## config.mk

```make
export PLATFORM = sky130hd
export DESIGN_NAME = uart_transmitter
export DESIGN_NICKNAME = d
export VERILOG_FILES = /design/src/rtl/uart_pkg.sv /design/src/rtl/uart_bit_timer.sv /design/src/rtl/uart_transmitter.sv
export SDC_FILE = /design/constraint.sdc
export NUM_CORES = 1
export LEC_CHECK = 0
export CORE_ASPECT_RATIO = 1.1
export CORE_MARGIN = 2
export CORE_UTILIZATION = 30
export CTS_BUF_LIST = sky130_fd_sc_hd__clkbuf_4 sky130_fd_sc_hd__clkbuf_8
export CTS_CLUSTER_DIAMETER = 30
export DETAILED_ROUTE_END_ITERATION = 16
export RECOVER_POWER = 100
export SYNTH_ARGS = -nofsm -noshare
export SYNTH_HDL_FRONTEND = slang
export SYNTH_SLANG_ARGS = --single-unit
export TNS_END_PERCENT = 100
```

## constraint.sdc

```tcl
create_clock -name clk -period 3.5 [get_ports clk]
set_input_delay 1.05 -clock clk [delete_from_list [all_inputs] [get_ports clk]]
set_output_delay 1.05 -clock clk [all_outputs]
set_load 0.05 [all_outputs]
```

## src/rtl/uart_pkg.sv

```systemverilog
// Shared UART definitions: FSM encoding, 8N1 framing constants,
// and the baud divisor helper used by both transmitter and receiver.
package uart_pkg;

  typedef enum logic [2:0] {
    IDLE          = 3'd0,
    START_BIT     = 3'd1,
    DATA_TRANSFER = 3'd2,
    STOP_BIT      = 3'd3,
    DONE          = 3'd4
  } uart_state_t;

  localparam int DATA_BITS  = 8;
  localparam int FRAME_BITS = 10;

  function automatic int clks_per_bit(input int freq, input int baud);
    return freq / baud;
  endfunction

endpackage

```

## src/rtl/uart_bit_timer.sv

```systemverilog
// Bit-period counter: free-runs 0..CLKS_PER_BIT-1 while not cleared,
// pulsing bit_end on the terminal count and restarting from zero.
module uart_bit_timer #(
  parameter int CLKS_PER_BIT = 16
) (
  input  logic clk,
  input  logic reset,
  input  logic clear,
  output logic bit_end
);

  localparam int W = $clog2(CLKS_PER_BIT);
  localparam logic [W-1:0] LAST = W'(CLKS_PER_BIT - 1);

  logic [W-1:0] count;

  always_ff @(posedge clk or posedge reset) begin
    if (reset) begin
      count <= '0;
    end else if (clear || bit_end) begin
      count <= '0;
    end else begin
      count <= count + 1'b1;
    end
  end

  assign bit_end = (count == LAST);

endmodule

```

## src/rtl/uart_transmitter.sv

```systemverilog
// 8N1 UART transmitter with a one-byte holding register so the host
// can queue the next byte while the current frame is on the line.
module uart_transmitter
  import uart_pkg::*;
#(
  parameter int FREQ      = 24_000_000,
  parameter int BAUD_RATE = 9600
) (
  input  logic       clk,
  input  logic       reset,
  input  logic       tx_valid,
  input  logic [7:0] DATA_byte,
  output logic       tx_ready,
  output logic       DATA_serial,
  output logic       busy,
  output logic       done_tick
);

  localparam int CLKS_PER_BIT = clks_per_bit(FREQ, BAUD_RATE);

  uart_state_t state;
  logic [7:0]  hold_byte;
  logic        hold_full;
  logic [7:0]  shift;
  logic [2:0]  index;
  logic        bit_end;
  logic        timer_clear;
  logic        accept;
  logic        load;

  assign tx_ready = ~hold_full;
  assign accept   = tx_valid & ~hold_full;
  assign load     = (state == IDLE) & hold_full;

  assign timer_clear = !(state == START_BIT ||
                         state == DATA_TRANSFER ||
                         state == STOP_BIT);

  uart_bit_timer #(
    .CLKS_PER_BIT(CLKS_PER_BIT)
  ) u_timer (
    .clk    (clk),
    .reset  (reset),
    .clear  (timer_clear),
    .bit_end(bit_end)
  );

  always_ff @(posedge clk or posedge reset) begin
    if (reset) begin
      hold_byte <= '0;
      hold_full <= 1'b0;
    end else begin
      if (accept) hold_byte <= DATA_byte;
      hold_full <= accept | (hold_full & ~load);
    end
  end

  always_ff @(posedge clk or posedge reset) begin
    if (reset) begin
      state       <= IDLE;
      shift       <= '0;
      index       <= '0;
      DATA_serial <= 1'b1;
      busy        <= 1'b0;
      done_tick   <= 1'b0;
    end else begin
      done_tick <= 1'b0;
      unique case (state)
        IDLE: begin
          DATA_serial <= 1'b1;
          busy        <= 1'b0;
          if (hold_full) begin
            shift       <= hold_byte;
            index       <= '0;
            state       <= START_BIT;
            DATA_serial <= 1'b0;
            busy        <= 1'b1;
          end
        end
        START_BIT: begin
          if (bit_end) begin
            state       <= DATA_TRANSFER;
            index       <= '0;
            DATA_serial <= shift[0];
          end
        end
        DATA_TRANSFER: begin
          if (bit_end) begin
            if (index == 3'd7) begin
              state       <= STOP_BIT;
              DATA_serial <= 1'b1;
            end else begin
              index       <= index + 3'd1;
              shift       <= shift >> 1;
              DATA_serial <= shift[1];
            end
          end
        end
        STOP_BIT: begin
          if (bit_end) begin
            state     <= DONE;
            done_tick <= 1'b1;
          end
        end
        DONE: begin
          state       <= IDLE;
          busy        <= 1'b0;
          DATA_serial <= 1'b1;
        end
        default: begin
          state       <= IDLE;
          busy        <= 1'b0;
          DATA_serial <= 1'b1;
        end
      endcase
    end
  end

endmodule

```

Yosys cells after proc, flatten, opt, wreduce, memory -nomap -nowiden
Index checks and enable logic that the tools add are counted.

operators by class
  add/sub/neg operators = 2
  equal/unequal tests = 11
  multiplexer cells = 25
  bitwise gates (word level) = 7
  reductions and logical operators = 12

operators by type and width
  operator                 count
  $mux W3                  9
  $mux W8                  3
  $pmux W8 S2              1
  $add A12 B1 Y12 const B  1
  $eq A12 B12 Y1 const B   1
  $mux W12                 1
  $pmux W3 S4              1
  $reduce_and A5 Y1        2
  $pmux W3 S3              1
  $ne A2 B1 Y1 const B     4
  $mux W1                  7
  $eq A3 B2 Y1 const B     2
  $ne A2 B2 Y1 const B     2
  $pmux W1 S4              1
  $reduce_and A4 Y1        1
  $add A3 B1 Y3 const B    1
  $and A1 B1 Y1            3
  $eq A3 B1 Y1 const B     1
  $eq A3 B3 Y1 const B     1
  $logic_not A3 Y1         1
  $logic_or A1 B1 Y1       3
  $not A1 Y1               3
  $reduce_and A3 Y1        1
  $reduce_bool A3 Y1       1
  5 further kinds          5

storage, ports and cells
  register bits = 38
  input bits = 11
  output and inout bits = 4
  word-level logic and storage cells = 66

Logic depth before layout (Yosys ltp)
Gate-level depths: netlist (run 1).

  word-level depth = 6
  gate-level depth with buffers = 6
  gate-level depth less buffers = 6

Modules after synthesis
A second synthesis (run 1) with hierarchy kept.

second synthesis, totals
  cell total of the unflattened synthesis = 162
  area total of the unflattened synthesis = 1839.3 µm²

modules (own cells, without submodules)
  module            times used  cells an instance  area each (µm²)  seq. area each (µm²)
  uart_transmitter  1           103                1241.2           651.9
  uart_bit_timer    1           59                 598.1            300.3

Least setup slack after synthesis (run 1)
No wires, ideal clock.

  path kind = register to register
  start = reg u_timer.count[0]
  end = reg shift[0]
  setup time = 0.125 ns
  arrival time = 2.304 ns
  required time = 3.375 ns
  path slack = 1.071 ns
  stages on the path, launching flop included = 6
  path buffers = 0
  period minus slack after synthesis = 2.429 ns
  cell sequence = dfrtp_1 > ha_1 > or4bb_4 > or3_4 > a2111oi_4 > mux2_2

between the ends
  longest elaborated chain between the ends = 3

ends and longest elaborated chain
  element                      line                    source
  start, declared              uart_bit_timer.sv:15    logic [W-1:0] count;
  start signal, assigned       uart_bit_timer.sv:23    count <= count + 1'b1;
  $eq A12 B12 Y1               uart_bit_timer.sv:27    assign bit_end = (count == LAST);
  $ne A2 B1 Y1 (no line)       -
  $reduce_and A4 Y1 (no line)  -
  end signal, assigned         uart_transmitter.sv:73  shift <= hold_byte;
  end signal, assigned         uart_transmitter.sv:94  shift <= shift >> 1;
  end, declared                uart_transmitter.sv:24  logic [7:0] shift;

Every way passes these cells.
A chain may end at the register's enable or synchronous reset.

Worst setup path in the final report (run 1)
Ends and elaborated chain as after synthesis.

==> metrics.cfg, run 1 <==
[routing]
ant_nets=0
avgRoutedWirePerCell_um=12.2
drc_errors=0
vias=1185
wirelength_mm=3.07
dr.first_iter.drc_count=62
viasPerCell=4.70
drtPass1Iterations=4

[grt]
antenna_found_initial=0
gr-total-overflow=0
grt_use_total=0.106
grt_pass1_vias=1239
grt_max_degree=39
grt_pass1_wl_mm=5.60

[worst_setup_path]
path_cells=ha_1 -> or4bb_1 -> or3_1 -> a2111oi_2 -> mux2_2
critPathTopFamily=compound AO/OA/AOI/OAI gates
cp_num_buf_inv=0
start_kind=flip-flop
slowest_stage=a2111oi_2
crit_path_end_kind=flip-flop
slowest_delay_ps=880
arrival_ps=3060
worst-setup-path-type=reg -> reg
cp.required_ps=3680
crit_fanout=8

[layout]
fillCellCount=583
diodes=0
layout-drive-gt1-share=0.223
seq_area_um2=952
fin_area_um2=2130
fin_nets=188
area_growth_pct=16.4
final_cells=252
multi_input_area_um2=807
utilization=0.365

[cts]
cts_setup_buffers=0
clk_latency_ps=290
cts.sinks=38
ctsResizeCount=0
cts_tree=done
clockBufferDepth=2
cts_inserted_buffers=5
hold_buffers=0
htreeDepth=2
path_clk_slew_ps=80
cts_root_buf=clkbuf_8

[power]
ir_drop_uv=255
p_per_area_nw_per_um2=429
fin_total_pwr_uw=914
p_leak_nw=0.897

[floorplanning]
die_h_um=85.9
start_util=0.313
pin_count=15
rows=29
die_w_um=78.5
core_um2=5840
dieArea_um2=6740

[flow_run]
drv_cap=0

[yosys]
yosysWarnings=0
synth_nets=171
syn-cell-area_um2=1830
synth-seq-cells=38
ys_types=36
ys_seq_area_frac=0.521
synth_area_per_cell_um2=11.7
netlist_instances=157

[timing]
max_freq_ghz=0.348
slew_violations=0
setup_violations=0
fin_crit_ps=2870
skew_ps=10.8
setup_tns_ps=0
tightest_slew_ps=933
post-route-period-util=0.821
hold_viol_final=0
slew-limit-headroom=0.378
rsz0062_at_grt=false

[run_status]
outcome=complete, no violations

[placement]
dp_hpwl_mm=2.11
routabilityCongestion=0.728
dpl-instance-area_um2=2060
dp.cells=244
io_buffer_count=14

[worst_hold_path]
min_path_type=reg -> reg

-- cells in the mapped netlist --
library cell  count  area [um2]
a311oi_1          1        8.76
or3_4             1        11.3
or4bb_4           1        15.0
a21oi_1           4        20.0
o21bai_1          2        15.0
a2bb2oi_1         1        8.76
o31ai_1           1        7.51
o21ai_0           3        15.0
and3_1            2        12.5
clkbuf_1          5        18.8
a2111oi_4         1        27.5
a22o_1            2        17.5
xnor2_1           6        52.6
mux2_2           23         259
or3_1             2        12.5
nand3b_1          1        7.51
buf_1             1        3.75
nand4_1           2        12.5
o211ai_1          1        7.51
nor2b_1           2        12.5
nor3_1            3        15.0
or4_2             1        8.76
nand2_1           5        18.8
dfstp_2           1        26.3
nor4_1            4        25.0
nor3b_1           4        30.0
dfrtp_1          37         926
xor2_1            5        43.8
nand3_1           6        30.0
or4_4             1        11.3
and4_2            1        10.0
nor2_1           15        56.3
ha_1              3        37.5
maj3_1            1        10.0
inv_1             7        26.3
or3b_2            1        8.76
-- metrics by stage --
stage | setup slack [ps] | hold WS (ps)
floorplan | 1070 | 448
global placement | 844 | 460
detailed placement | 813 | 476
CTS | 813 | 486
global route | 366 | 523
finish | 626 | 487
-- cells by family (layout without fill, tap and decap cells) --
kind of cell	count (synthesis)	in the layout	synth area share
buf+inv	13	31	0.0267
flops	38	38	0.521
mux	23	23	0.142
compound gates	16	16	0.0698
fa+ha+maj	4	4	0.0260
simple gates	52	52	0.163
xor+xnor	11	11	0.0527
-- routing by layer --
| layer | global-route usage | vias to the layer above | part of all wire |
|---|---|---|---|
| li1 | - | 586 | - |
| met1 | 0.139 | 573 | 0.51 |
| met2 | 0.158 | 19 | 0.43 |
| met3 | 0.0221 | 7 | 0.024 |
| met4 | 0.0718 | 0 | 0.030 |
| met5 | 0 | - | 0 |
-- worst reg2reg max path, delay by kind of cell, from the launching register on --
kind / cells / cell delay (ps)
and+or+nand+nor: 2 / 860
muxes: 1 / 410
DFF: 1 / 390
adders and majority gates: 1 / 220
AOI/OAI and AO/OA: 1 / 880
-- cells in the final DEF, fill, tap and decap left out, types with 4 or more instances in the layout --
master	n
a21oi_1	4
clkbuf_8	6
clkdlybuf4s50_1	8
dfrtp_1	37
dlygate4sd3_1	6
inv_1	7
mux2_2	23
nand2_1	5
nand3_1	6
nor2_1	15
nor3b_1	4
nor4_1	4
xnor2_1	6
xor2_1	5
-- report_power, final --
part | internal, mW | leakage [nW] | switching, mW | total (mW)
Sequential | 0.480 | 0.476 | 0.0203 | 0.501
Clock | 0.158 | 0.0472 | 0.156 | 0.314
Combinational | 0.0657 | 0.374 | 0.0334 | 0.0991
-- registers in the layout, summed over array words and instances, names as in the netlist --
| name | flops |
|---|---|
| index | 3 |
| hold_byte | 8 |
| busy | 1 |
| shift | 8 |
| hold_full | 1 |
| u_timer.count | 12 |
| DATA_serial | 1 |
| done_tick | 1 |
| state | 3 |
-- cell type report --
type / count / share of cell area
Multi-Input combinational cell: 106 / 0.379
Clock inverter: 2 / 0.00588
Sequential cell: 38 / 0.447
Inverter: 7 / 0.0123
Clock buffer: 6 / 0.0388
Tap cell: 77 / 0.0452
Timing Repair Buffer: 16 / 0.0717
-- path summary, 6_finish.rpt --
path	from	to	slack, ps	cells after the start
max	u_timer.count[0]$_DFF_PP0_	shift[0]$_DFFE_PP0P_	630	5
min	u_timer.count[0]$_DFF_PP0_	u_timer.count[0]$_DFF_PP0_	490	1
max reg2reg	u_timer.count[0]$_DFF_PP0_	shift[0]$_DFFE_PP0P_	630	5
min reg2reg	u_timer.count[0]$_DFF_PP0_	u_timer.count[0]$_DFF_PP0_	490	1
max in group asynchronous	reset	u_timer.count[5]$_DFF_PP0_	1440	3
min in group asynchronous	reset	u_timer.count[6]$_DFF_PP0_	1470	3
Power figures use the tool's default switching activity.
==> run 2, diff against run 1 <==
- clock period: 3.5 -> 2.87 ns (I/O delays scaled with it)
==> run 2 against run 1 <==
Compared with the run above: first-iteration DRC count fell by 18%; worst setup slack got worse by 310 ps; final cell count rose by 1.2%; global-route usage barely moved; highest routed layer unchanged.
==> metrics.cfg, run 2 (same netlist as run 1, synthesis figures left out) <==
[worst_setup_path]
crit_path_end_kind=flip-flop
critPathTopFamily=simple AND/OR/NAND/NOR gates
slowest_stage=or4bb_1
path_cells=ha_1 -> or4bb_1 -> or3_1 -> a2111oi_0 -> buf_4 -> mux2_2
worst-setup-path-type=reg -> reg
cp.required_ps=3050
arrival_ps=2730
slowest_delay_ps=480
crit_fanout=8
start_kind=flip-flop
cp_num_buf_inv=1

[worst_hold_path]
min_path_type=reg -> reg

[grt]
gr-total-overflow=0
grt_use_total=0.106
grt_util_met1=0.132
use_met2=0.173
antenna_found_initial=0
grt_busiest_layer=met2
grt_pass1_wl_mm=5.64
grt_max_degree=39
grt_pass1_vias=1234
use_met3=0.0263

[power]
fin_total_pwr_mw=1.17
ir_drop_uv=398
p_per_area_nw_per_um2=543
p_leak_nw=0.919

[routing]
viasPerCell=4.72
wirelength_mm=3.19
ant_nets=0
dr.first_iter.drc_count=51
drtPass1Iterations=4
drc_errors=0
avgRoutedWirePerCell_um=12.5
vias=1203

[floorplanning]
rows=29
die_w_um=78.5
core_um2=5840
pin_count=15
die_h_um=85.9
dieArea_um2=6740
start_util=0.313

[layout]
final_common_cell=dfrtp_1
reg_top3=u_timer.count x12, hold_byte x8, shift x8
area_growth_pct=17.9
largest_reg_flops=12
fin_nets=191
layout-drive-gt1-share=0.225
top_register=u_timer.count
diodes=0
layout_common_cells=37 x dfrtp_1, 23 x mux2_2, 15 x nor2_1

[cts]
hold_buffers=0
htreeDepth=2
cts_root_buf=clkbuf_8
clk_latency_ps=290
path_clk_slew_ps=70
cts_tree=done
cts_inserted_buffers=5
ctsResizeCount=0
clockBufferDepth=2
cts.sinks=38
cts_setup_buffers=0

[timing]
slew-limit-headroom=0.377
slew_violations=0
fin_crit_ps=2560
tightest_slew_ps=934
rsz0062_at_grt=false
setup_tns_ps=0
hold_viol_final=0
max_freq_ghz=0.391
post-route-period-util=0.891
skew_ps=5.61
setup_violations=0

[placement]
io_buffer_count=14
routabilityCongestion=0.738
dp_hpwl_mm=2.21

[flow_run]
drv_cap=0

[run_status]
outcome=complete, no violations

-- run 2: cell types whose count changed in the layout (fill, tap and decap cells not counted) --
cell / change
buf_4: +2
a2111oi_0: +1
a2111oi_2: -1
bufinv_16: +1
clkbuf_1: +1
clkbuf_8: -1
clkinv_2: +1
clkinvlp_4: -1
-- run 2: final cells by class --
type | instances | area, um2
timing repair buffer | 19 | 171
tap | 77 | 96.3
sequential | 38 | 952
fill | 582 | 3690
clock inverter | 3 | 40.0
multi-input combinational | 106 | 801
clock buffer | 5 | 68.8
inverter | 7 | 26.3
-- run 2: path summary, 6_finish.rpt --
| kind | start | to | slack, ps | depth (start not counted) |
|---|---|---|---|---|
| max in group asynchronous | reset | state[0]$_DFFE_PP0P_ | 1000 | 3 |
| min in group asynchronous | reset | shift[6]$_DFFE_PP0P_ | 1290 | 3 |
| setup / recovery | u_timer.count[0]$_DFF_PP0_ | shift[2]$_DFFE_PP0P_ | 310 | 6 |
| setup reg to reg | u_timer.count[0]$_DFF_PP0_ | shift[2]$_DFFE_PP0P_ | 310 | 6 |
| hold / removal | u_timer.count[0]$_DFF_PP0_ | u_timer.count[0]$_DFF_PP0_ | 500 | 1 |
| hold reg to reg | u_timer.count[0]$_DFF_PP0_ | u_timer.count[0]$_DFF_PP0_ | 500 | 1 |
-- run 2: stage by stage --
| stage | hold WS [ps] | worst slack, ps | utilization | cell area, um2 | std cells |
|---|---|---|---|---|---|
| after global routing | 517 | 140 | 0.369 | 2160 | 255 |
| after floorplan | 448 | 441 | - | 1830 | 157 |
| after global placement | 459 | 466 | 0.356 | 2080 | 247 |
| after detailed placement | 484 | 385 | 0.356 | 2080 | 247 |
| final | 500 | 313 | 0.369 | 2160 | 255 |
| after CTS | 508 | 367 | 0.375 | 2190 | 255 |
-- run 2: power by group --
group | total (mW) | leakage [nW] | internal [mW] | switching, mW
registers | 0.611 | 0.476 | 0.586 | 0.0248
clock network | 0.439 | 0.0579 | 0.256 | 0.184
logic | 0.120 | 0.385 | 0.0802 | 0.0400
-- run 2: routing by layer --
layer / routed length [um] / share of wire / vias up
li1: - / - / 596
met1: 1520 / 0.48 / 584
met2: 1510 / 0.47 / 18
met3: 96 / 0.030 / 5
met4: 61 / 0.019 / 0
met5: 0 / 0 / -
==> run 3, diff against run 2 <==
- HOLD_SLACK_MARGIN: not set -> 0.12
==> results of run 3 <==
No change in the layout: final DEF, timing and power equal those of run 2.
